===== src/rtl/spsram_port_ctrl.sv =====
// spsram_port_ctrl: valid/ready front-end for a registered-output single-port SRAM,
// with in-order read responses buffered in a credit-protected FIFO.
module spsram_port_ctrl #(
  parameter int W         = 32,
  parameter int N         = 128,
  parameter int RSP_DEPTH = 4
) (
  input  logic                 clk,
  input  logic                 rst,
  input  logic                 req_vld,
  input  logic                 req_wen,
  input  logic [$clog2(N)-1:0] req_addr,
  input  logic [W-1:0]         req_din,
  output logic                 req_rdy,
  output logic                 rsp_vld,
  output logic [W-1:0]         rsp_dat,
  input  logic                 rsp_rdy,
  output logic                 mem_en,
  output logic                 mem_wen,
  output logic [$clog2(N)-1:0] mem_addr,
  output logic [W-1:0]         mem_din,
  input  logic [W-1:0]         mem_dout
);
  localparam int CW = $clog2(RSP_DEPTH + 1);
  localparam int PW = RSP_DEPTH > 1 ? $clog2(RSP_DEPTH) : 1;
  localparam logic [CW-1:0] DEPTH_C = CW'(RSP_DEPTH);
  localparam logic [PW-1:0] LAST_P  = PW'(RSP_DEPTH - 1);

  logic [CW-1:0] r_cnt;
  logic [CW-1:0] r_occ;
  logic          r_rd_pend;
  logic [PW-1:0] r_wp;
  logic [PW-1:0] r_rp;
  logic [W-1:0]  r_fifo [RSP_DEPTH];
  logic          w_acc;
  logic          w_rd;
  logic          w_pop;

  // cnt reserves a slot for every in-flight read, so req_rdy alone prevents overflow
  assign req_rdy  = r_cnt < DEPTH_C;
  assign w_acc    = req_vld & req_rdy;
  assign w_rd     = w_acc & ~req_wen;
  assign w_pop    = rsp_vld & rsp_rdy;
  assign mem_en   = w_acc;
  assign mem_wen  = req_wen;
  assign mem_addr = req_addr;
  assign mem_din  = req_din;
  assign rsp_vld  = r_occ != '0;
  assign rsp_dat  = r_fifo[r_rp];

  always_ff @(posedge clk or posedge rst) begin
    if (rst) begin
      r_cnt     <= '0;
      r_occ     <= '0;
      r_rd_pend <= 1'b0;
      r_wp      <= '0;
      r_rp      <= '0;
      for (int i = 0; i < RSP_DEPTH; i++) r_fifo[i] <= '0;
    end else begin
      r_rd_pend <= w_rd;
      r_cnt     <= r_cnt + CW'(w_rd) - CW'(w_pop);
      r_occ     <= r_occ + CW'(r_rd_pend) - CW'(w_pop);
      if (r_rd_pend) begin
        r_fifo[r_wp] <= mem_dout;
        r_wp         <= r_wp == LAST_P ? '0 : r_wp + 1'b1;
      end
      if (w_pop) r_rp <= r_rp == LAST_P ? '0 : r_rp + 1'b1;
    end
  end

  a_no_overflow: assert property (@(posedge clk) disable iff (rst)
    !(r_rd_pend && r_occ == DEPTH_C && !w_pop));
  a_cnt_bound: assert property (@(posedge clk) disable iff (rst) r_cnt <= DEPTH_C);
endmodule


===== config.mk =====
export PLATFORM = sky130hd
export DESIGN_NAME = spsram_port_ctrl
export DESIGN_NICKNAME = d
export VERILOG_FILES = /design/src/rtl/spsram_port_ctrl.sv
export SDC_FILE = /design/constraint.sdc
export NUM_CORES = 1
export LEC_CHECK = 0
export BUFFER_PORTS_ARGS = -buffer_cell sky130_fd_sc_hd__buf_2
export CELL_PAD_IN_SITES_DETAIL_PLACEMENT = 0
export CELL_PAD_IN_SITES_GLOBAL_PLACEMENT = 1
export CORE_UTILIZATION = 48
export CTS_CLUSTER_DIAMETER = 60
export DETAILED_ROUTE_END_ITERATION = 16
export PLACE_DENSITY = 0.85
export SLEW_MARGIN = 30
export SYNTH_ARGS = -nofsm -noshare
export SYNTH_HDL_FRONTEND = slang
export SYNTH_SLANG_ARGS = --single-unit
export TNS_END_PERCENT = 50

===== constraint.sdc =====
create_clock -name clk -period 11.5 [get_ports clk]
set_input_delay 1.15 -clock clk [delete_from_list [all_inputs] [get_ports clk]]
set_output_delay 1.15 -clock clk [all_outputs]
set_load 0.01 [all_outputs]

After elaboration in Yosys (flattened, before gate mapping):

Index checks and enable logic that the tools add are counted.

* $add $sub $neg: 6
* $mul: 0
* divide/modulo/power cells: 0
* magnitude comparators: 4
* equality and inequality tests: 2
* shift-type cells: 0
* muxes and demuxes: 8
* bitwise logic cells: 6
* reduce and logical (&&, ||, !) cells: 2

Operators with widths (number)
* $bwmux W128: 1
* $mux W32: 3
* $bmux W32 S2: 1
* $demux W32 S2: 1
* $add A3 B1 Y3: 2
* $ge A3 B3 Y1 const B: 2
* $not A2 Y3: 2
* $sub A3 B1 Y3: 2
* $add A2 B1 Y2 const B: 2
* $eq A2 B2 Y1 const B: 2
* $mux W2: 2
* $and A1 B1 Y1: 3
* $lt A3 B1 Y1 const B: 1
* $lt A3 B3 Y1 const B: 1
* $reduce_bool A3 Y1: 1
* $logic_and A1 B1 Y1: 1
* $not A1 Y1: 1

* bits in registers: 139
* latch bits: 0
* memory bits (writable): 0
* memory bits (read-only): 0
* input port bits: 76
* memories kept: 0

Logic depth before layout (Yosys ltp):

Gate-level depths: netlist (run 1).

* depth in word-level cells: 6
* mapped depth: 9
* depth with buffers taken out: 9

Least setup slack after synthesis (run 1):

OpenSTA, ideal clock, no wires.

* path type: input port to flip-flop
* start point: in req_vld
* end point: reg r_cnt[2]
* arrival: 2.616 ns
* setup slack: 8.761 ns
* cell stages on the path: 9
* buffers on the path: 0
* cells stage by stage: nor2b_1 -> nand2b_1 -> ha_1 -> inv_1 -> ha_1 -> inv_1 -> fa_1 -> xnor2_1 -> xnor2_1

* cells in the longest elaborated chain, start to end: 4

Ends and longest elaborated chain
* from (decl): line 10 `input logic req_vld,`
* $and A1 B1 Y1: line 41 `assign w_acc = req_vld & req_rdy;`
* $and A1 B1 Y1: line 42 `assign w_rd = w_acc & ~req_wen;`
* $add A3 B1 Y3: line 61 `r_cnt <= r_cnt + CW'(w_rd) - CW'(w_pop);`
* $sub A3 B1 Y3: line 61
* to (signal assigned): line 61
* to (decl): line 29 `logic [CW-1:0] r_cnt;`

No other way between the ends.
A chain may end at the register's enable or synchronous reset.

Final worst setup path (run 1):

* start point: reg r_rp[0]
* end point: out rsp_dat[31]

* cells in the longest elaborated chain, start to end: 4

Ends and longest elaborated chain
* from (decl): line 33 `logic [PW-1:0] r_rp;`
* from (signal assigned): line 67 `if (w_pop) r_rp <= r_rp == LAST_P ? '0 : r_rp + 1'b1;`
* $not A2 Y3 (not written as such): line 49 `assign rsp_dat = r_fifo[r_rp];`
* $bmux W32 S2: line 49
* $mux W32 (not written as such) (2 in a row): line 49
* to (decl): line 16 `output logic [W-1:0] rsp_dat,`

No other way between the ends. The select of a mux whose other input is x is not followed.

==> results of run 1 <==
## flip-flops by register name, indices dropped and copies added, names as in the netlist
signal / cells
r_fifo: 128
r_cnt: 3
r_occ: 3
r_rp: 2
r_wp: 2
r_rd_pend: 1
## worst max path at each step
stage	from	end	slack, ns	cells past startpoint
finish	r_rp[0]	rsp_dat[31]	8.16	3
global route	r_rp[0]	rsp_dat[31]	8.02	3
CTS	r_rp[0]	rsp_dat[31]	8.10	3
detailed placement	r_rp[0]	rsp_dat[31]	8.55	3
global placement	r_rp[0]	rsp_dat[31]	8.58	3
floorplan	rst	r_cnt[0]	6.63	1
## metrics by stage
stage	setup slack (ns)	cell area, um2
final	8.16	7240
after global routing	8.02	7240
after CTS	8.10	7230
after detailed placement	8.55	6620
after global placement	8.58	6620
after floorplan	6.63	6550
## power groups by stage
stage / clock (mW) / combinational (mW) / sequential (mW)
floorplan: 0 / 0.662 / 0.826
global placement: 0 / 0.765 / 0.881
detailed placement: 0 / 0.790 / 0.899
CTS: 0.574 / 0.795 / 0.893
global route: 0.598 / 0.846 / 0.927
finish: 0.562 / 0.777 / 0.893
## layer usage
| metal | global-route usage | routed length (um) | vias to the layer above |
|---|---|---|---|
| met5 | 0 | 0 | - |
| met4 | 0.0767 | 159 | 0 |
| met3 | 0.0637 | 583 | 22 |
| met2 | 0.283 | 5910 | 76 |
| met1 | 0.232 | 5030 | 1769 |
| li1 | - | - | 1475 |
## placed cells by master (no fill, tap or decap)
cell type                      n
sky130_fd_sc_hd__nand2b_1      1
sky130_fd_sc_hd__o31ai_1       1
sky130_fd_sc_hd__dfrtp_2       2
sky130_fd_sc_hd__o21ai_0       2
sky130_fd_sc_hd__or3b_2        1
sky130_fd_sc_hd__xnor2_1       4
sky130_fd_sc_hd__nand2_1       1
sky130_fd_sc_hd__nor2b_1       2
sky130_fd_sc_hd__clkinv_2      6
sky130_fd_sc_hd__buf_4         2
sky130_fd_sc_hd__dfrtp_1     137
sky130_fd_sc_hd__nor2_1        1
sky130_fd_sc_hd__clkbuf_1      1
sky130_fd_sc_hd__inv_1        11
sky130_fd_sc_hd__ha_1          9
sky130_fd_sc_hd__clkbuf_8      1
sky130_fd_sc_hd__mux4_1        4
sky130_fd_sc_hd__diode_2       1
sky130_fd_sc_hd__mux4_2       28
sky130_fd_sc_hd__bufinv_16     4
sky130_fd_sc_hd__mux2_1       12
sky130_fd_sc_hd__nand2_4       4
sky130_fd_sc_hd__clkbuf_16    17
sky130_fd_sc_hd__inv_6         1
sky130_fd_sc_hd__fa_1          2
sky130_fd_sc_hd__or3_1         1
sky130_fd_sc_hd__buf_2        72
sky130_fd_sc_hd__mux2_2      118
sky130_fd_sc_hd__clkinv_4      1
sky130_fd_sc_hd__clkinvlp_4    2
## worst register-to-register path: cells and delay by family (launching register included)
family,cells,cell delay (ns)
compound gates,1,0.54
flops,1,0.39
fa+ha+maj,3,0.82
buf+inv,3,0.25
xor+xnor,2,0.33
## cell families after synthesis
group | Yosys count | share of synthesized area
compound gates | 3 | 0.00268
mux | 162 | 0.336
buf+inv | 73 | 0.0883
fa+ha+maj | 11 | 0.0233
simple gates | 11 | 0.0132
xor+xnor | 4 | 0.00535
flops | 139 | 0.531
## cell type report
| cell class | instances | area, um2 | share of cell area |
|---|---|---|---|
| multi-input cells | 191 | 2490 | 0.344 |
| well taps | 176 | 220 | 0.0304 |
| inverters | 12 | 50.0 | 0.00692 |
| diodes | 1 | 2.50 | 0.000346 |
| flip-flops and latches | 139 | 3480 | 0.481 |
| clock inverters | 13 | 174 | 0.0240 |
| clock buffers | 19 | 443 | 0.0612 |
| repair buffers | 74 | 375 | 0.0519 |
==> run summary, run 1 <==
The tools report the post-synth net total as 490. The tools report the startpoint kind of the worst setup timing path as a flip-flop. TritonCTS built the clock tree.

The startpoint identified for the worst register-to-register timing path is r_occ[1]. For the final routed database, the setup TNS stands at 0 ns. The synthesized design contains 139 register bits.

In this run the worst path has a maximum fanout of 29. In this run the horizontal extent of the chip is 119 um. In this run the static leakage power is 3.20 nW. The non-filler instance count after layout came out at 625. Including well taps, the total number of placed cells is 592. Worst reg-to-reg path cell count: 9. The run gives 0.400 as the part of the power in registers. For the placed wire-length estimate, the log shows 7.10 mm.

In this run the core area contains 42 standard-cell rows. The run gives 522 as the layout net count. The first global-routing pass estimated 19.2 mm of wire. The biggest area consumer among synthesized cells was sky130_fd_sc_hd__dfrtp_1.

The endpoint arrival time on the critical path is 2.19 ns. The first detailed-routing pass took 4 iterations. The area of the placeable core was 13300 um2; the setup violation total in the final timing report was 0.

Grouping stages by cell kind, the critical path spends the most delay in buffers and inverters. After clock tree synthesis, the setup repair step added 0 buffers. In the post-synthesis netlist, the biggest area contributors are sky130_fd_sc_hd__dfrtp_1, sky130_fd_sc_hd__mux2_2, sky130_fd_sc_hd__mux4_2, sky130_fd_sc_hd__buf_4, sky130_fd_sc_hd__buf_6. The minimum setup slack among reg-to-reg paths is 9.09 ns, and the maximum operating frequency is 299 MHz. The count of nets left with antenna violations once routing finished came out at 0.

The detail-routed net length per standard cell works out to 18.7 um. The via count of the first global-routing pass came out at 3672. Counting the fill cells in the layout gives 1100.

The top-area cell type share of the netlist area works out to 0.531. The clock-pin slew on the worst setup and hold paths was 0.05 ns; the die height was 119 um. In the routed design, unresolved DRC markers number 0. The worst-case clock buffer depth is 2, and the shortest clock period the worst path allows after layout is 3.34 ns.

The areal power density over the cells is 309 nW/um2. The critical path contains buffers and inverters numbering 2 combined. Final critical-path share of the clock period: 0.290. The run gives 0 as the final number of hold-violating endpoints. The area growth from synthesis to layout is 10.5%. For this design, the sink count on the clock tree is 139. Clock latency reported for the late side of the worst-skew pair: 0.41 ns. The worst register-to-register path ends at r_cnt[2]. The worst slack on hold paths is 0.479 ns, and the post-CTS resize count is 0.

The number of antenna violations at the first check in global routing was 1; the starting DRC count in detailed routing was 148. The cell area that synthesis handed to floorplanning was 6550 um2. The part of the power in combinational logic was 0.348; the clock skew after layout was 0.00577 ns.

The count of hold buffers inserted by post-cts repair is 0. The max-cap violation count is 0, and the switching power total is 0.655 mW. For hold timing, the worst endpoint is r_cnt[0]. The tools report the starting density of the core as 0.492. After detailed routing, the number of vias per cell comes to 5.35. In this run the worst hold path is classified as flip-flop to flip-flop. After global routing the overflow that remains totals 0.

Input and output buffers added on the ports amount to 72. The sum of routed wire length over all layers is 11.7 mm, and the number of pins with negative max-slew slack in the final report is 0. The global placer's final weighted congestion is 0.695.

After synthesis, the most frequently instantiated cells are sky130_fd_sc_hd__dfrtp_1, sky130_fd_sc_hd__mux2_2, sky130_fd_sc_hd__buf_4. The share of the yosys chip area belonging to registers came out at 0.531. The number of enable-type register cells in the synthesized netlist was 0.

Entering global routing, the biggest net connects 82 pins. The cell chosen for the clock root is sky130_fd_sc_hd__clkbuf_16. Proportion of layout cells with a drive suffix above 1: 0.578. The average size of a mapped cell is 16.2 um2, and the peak supply drop is 0.144 mV.

Setup repair after global routing left no endpoint under its margin. The fraction of power spent switching nets was 0.293; the utilization of the core after routing was 0.544. The critical path class is flip-flop to output pin. The number of levels in the clock H-tree was 4. The run gives 0.252 as the clock network power share. Critical path's slowest cell: sky130_fd_sc_hd__mux4_1. The share of async-settable or async-resettable flops after synthesis was 1.00. The design draws 2.23 mW. Detailed routing inserted a total of 3342 vias. Dominant register cell in the synthesized netlist: sky130_fd_sc_hd__dfrtp_1. The run gives 0 as the count of warnings emitted by yosys.

The synthesized netlist contains 23 unique library cells. Yosys instantiated no cell more often than sky130_fd_sc_hd__dfrtp_1. For the pin with the worst max-slew slack, the measured transition is 0.905 ns.

The largest single stage delay on the critical path is 0.64 ns. Number of buffers created by CTS: 17. 151 I/O pins were placed.

The die covers 14100 um2. Internal power comes to 1.58 mW. The worst hold path stage count is 1, and the required time at the worst-slack endpoint is 10.35 ns.

Walking the worst path, the cells encountered are buf_4 > mux4_1 > buf_2. The worst hold path begins at r_cnt[0]. Kind of end point of the critical path: an output pin. Overall fraction of global-route tracks in use: 0.182.

The cell count after synthesis came out at 403. The run finished with clean final reports. Relative slew slack: 0.397.
Power figures use the tool's default switching activity.
==> run 2: changes to the inputs <==
--- a/config.mk
+++ b/config.mk
@@ -8,10 +8,10 @@
 export BUFFER_PORTS_ARGS = -buffer_cell sky130_fd_sc_hd__buf_2
 export CELL_PAD_IN_SITES_DETAIL_PLACEMENT = 0
 export CELL_PAD_IN_SITES_GLOBAL_PLACEMENT = 1
-export CORE_UTILIZATION = 48
+export CORE_UTILIZATION = 45
 export CTS_CLUSTER_DIAMETER = 60
 export DETAILED_ROUTE_END_ITERATION = 16
-export PLACE_DENSITY = 0.85
+export PLACE_DENSITY = 0.81
 export SLEW_MARGIN = 30
 export SYNTH_ARGS = -nofsm -noshare
 export SYNTH_HDL_FRONTEND = slang
==> constraint.sdc (replaced) <==
create_clock -name clk -period 3.3 [get_ports clk]
set_input_delay 0.33 -clock clk [delete_from_list [all_inputs] [get_ports clk]]
set_output_delay 0.33 -clock clk [all_outputs]
set_load 0.01 [all_outputs]
==> run 2 against run 1 <==
Compared with the run above:
- design area is 0.93% lower
- sequential cell count unchanged
- total power rose to 3.4 times the previous value
- largest power group unchanged
- combinational power rose to 3.4 times the previous value
- die area up 6.6%
- global-route usage decreased by 1.6 points
- via count fell by 1.5%
- largest cell class unchanged
==> run summary, run 2 (same netlist as run 1, synthesis figures left out) <==
The flow ran to the end, and the final reports show no timing, DRC or antenna violations. In the layout the commonest cells are sky130_fd_sc_hd__dfrtp_1, sky130_fd_sc_hd__mux2_2, sky130_fd_sc_hd__buf_2. In this run the horizontal extent of the chip is 123 um. Worst slack on hold paths: 0.0908 ns. Summed over all nets, wire length on met3 after detailed routing comes to 602 um. Of all nets on the critical path, the largest fanout is 18. For the relative slew slack, the log shows 0.395.

The tools report the utilization of the core after routing as 0.511. Entering global routing, the biggest net connects 140 pins. The endpoint identified for the worst register-to-register timing path is r_occ[2]. The logs give 1142 for the layout filler cell count and 7170 um2 for the post-route standard cell area excluding fillers. The tools report the worst min-delay path endpoint as r_rd_pend. Buffers added to address setup during post-CTS repair amount to 0.

The run gives 18.2 mm as the wire length of the first global-routing pass. The worst register-to-register path begins at r_occ[0]. Final critical-path share of the clock period: 0.758. TritonCTS built the clock tree. After detailed routing, the met2 layer carries 5.46 mm of wire.

After clock tree synthesis, the flow added hold-fix buffers numbering 0. The total overflow left after global routing is 0. At the later pin of the worst-skew pair, clock insertion delay measures 0.41 ns. Actual transition at the worst max-transition pin: 0.907 ns. The routed metal-1 wire length was 5.06 mm; the worst setup slack after layout was 0.798 ns. The area growth from synthesis to final layout is 9.50%. Summed over all cells, the static leakage comes to 3.16 nW. The logs give 154 for the starting DRC count in detailed routing and 400 MHz for the maximum operating frequency. The top register by number of flip-flops was r_fifo. STA classifies the critical path startpoint as a flip-flop. The logs give 3517 for the via count of the first global-routing pass and 0.00388 ns for the clock skew after layout. For flop-to-flop paths, the worst setup slack is 0.97 ns. Total clock sinks: 139.

The proportion of layout cells with a drive suffix above 1 works out to 0.566. Max-cap violations in this run came to 0. The routed layout has 3291 vias. The total area of multi-input combinational cells was 2490 um2; the peak supply drop was 0.394 mV. The post-layout total power is 7.51 mW, and the number of buffers created by CTS is 17. The tools report the area of the placeable core as 14000 um2. The largest registers in the layout are r_fifo x128, r_cnt x3, r_occ x3.

The smallest clock period supported by the final layout is computed as 2.50 ns. The logs give 2 for the worst-case clock buffer depth and 6640 um2 for the cell area after placement. Port buffering added 72 buffers.

Setup violations remaining at the end of the flow were counted as 0. For the layout net count, the log shows 523. The setup TNS is 0 ns, and the number of pins with negative max-slew slack in the final report is 0. The H-tree generated during clock tree synthesis spans 4 levels. The register with the most flip-flops in the layout has 128 of them.

Once the clock tree was built, the resizer swapped 0 gates to a different size. The via count normalized by instance count came out at 5.26. Cell chosen for the clock root: sky130_fd_sc_hd__clkbuf_16. Timing analysis after detailed placement gives a worst setup slack of 0.969 ns.

Die area: 15000 um2. In this run the vertical extent of the chip is 123 um. The library cell used most frequently in the layout, excluding fill and tap cells, is sky130_fd_sc_hd__dfrtp_1. After detailed routing, the number of remaining DRC violations is 0. The logs give 0.466 for the starting density of the core and 626 for the non-filler instance count after layout. The logs give 0.701 for the global placer's final weighted congestion and 2.17 ns for the endpoint arrival time on the critical path.

Including well taps, the total number of placed cells is 597. Critical path class: flip-flop to output pin. Power spread over the standard cell area amounts to 1050 nW/um2. The floorplan has 43 rows. The overall fraction of global-route tracks in use is 0.166, and the count of antenna-violating nets left after detailed routing is 0.

Pin placement for this block handled 151 I/O pins. STA classifies the critical path endpoint as an output pin. The tools report the required time at the worst-slack endpoint as 2.97 ns. Summed over all layers, the routed wires come to 11.3 mm. In this run the most critical hold path is launched from req_wen. Setup repair after global routing left no endpoint under its margin.

Registers take 3480 um2. Detail-routed net length per standard cell: 18.1 um. The number of cells on the worst reg-to-reg path is 8.

Clock-pin slew was measured on the worst setup and hold paths at 0.05 ns. The run gives 1 as the number of antenna violations at the first check in global routing. The highest layer touched by signal routing is met5.

The worst hold path passes through 2 cells. The pre-antenna-repair detailed-routing pass consisted of 4 iterations. The min-delay analysis places its worst path in the category primary input to flip-flop. The final number of hold-violating endpoints came out at 0. The placed wire-length estimate came out at 7.10 mm.
run 2: worst max path at each step:
stage / endpoint / depth (start not counted) / from
6_report: rsp_dat[14] / 3 / r_rp[0]
3_3_place_gp: r_cnt[2] / 9 / r_occ[1]
5_1_grt: rsp_dat[14] / 3 / r_rp[0]
2_1_floorplan: r_cnt[0] / 1 / rst
4_1_cts: rsp_dat[14] / 3 / r_rp[0]
3_5_place_dp: r_cnt[2] / 9 / r_occ[1]
run 2: per-layer routing:
| layer | GRT usage | vias up |
|---|---|---|
| li1 | - | 1479 |
| met1 | 0.210 | 1715 |
| met2 | 0.255 | 71 |
| met3 | 0.0627 | 24 |
| met4 | 0.0724 | 2 |
| met5 | 0 | - |
run 2: power breakdown:
part	switching [mW]	internal, mW
registers	0.569	2.58
clock network	0.639	1.08
logic	0.994	1.65
run 2: critical path, stage by stage, from the launching register on:
cell and delay (ns):
sky130_fd_sc_hd__dfrtp_2 0.71, sky130_fd_sc_hd__buf_4 0.35, sky130_fd_sc_hd__mux4_2 0.53, sky130_fd_sc_hd__buf_2 0.15
run 2: cell type report:
class	count	area share
Clock buffer	25	0.0677
Sequential cell	139	0.486
Multi-Input combinational cell	191	0.347
Tap cell	180	0.0314
Clock inverter	3	0.00558
Timing Repair Buffer	75	0.0551
Antenna cell	1	0.000349
Inverter	12	0.00681
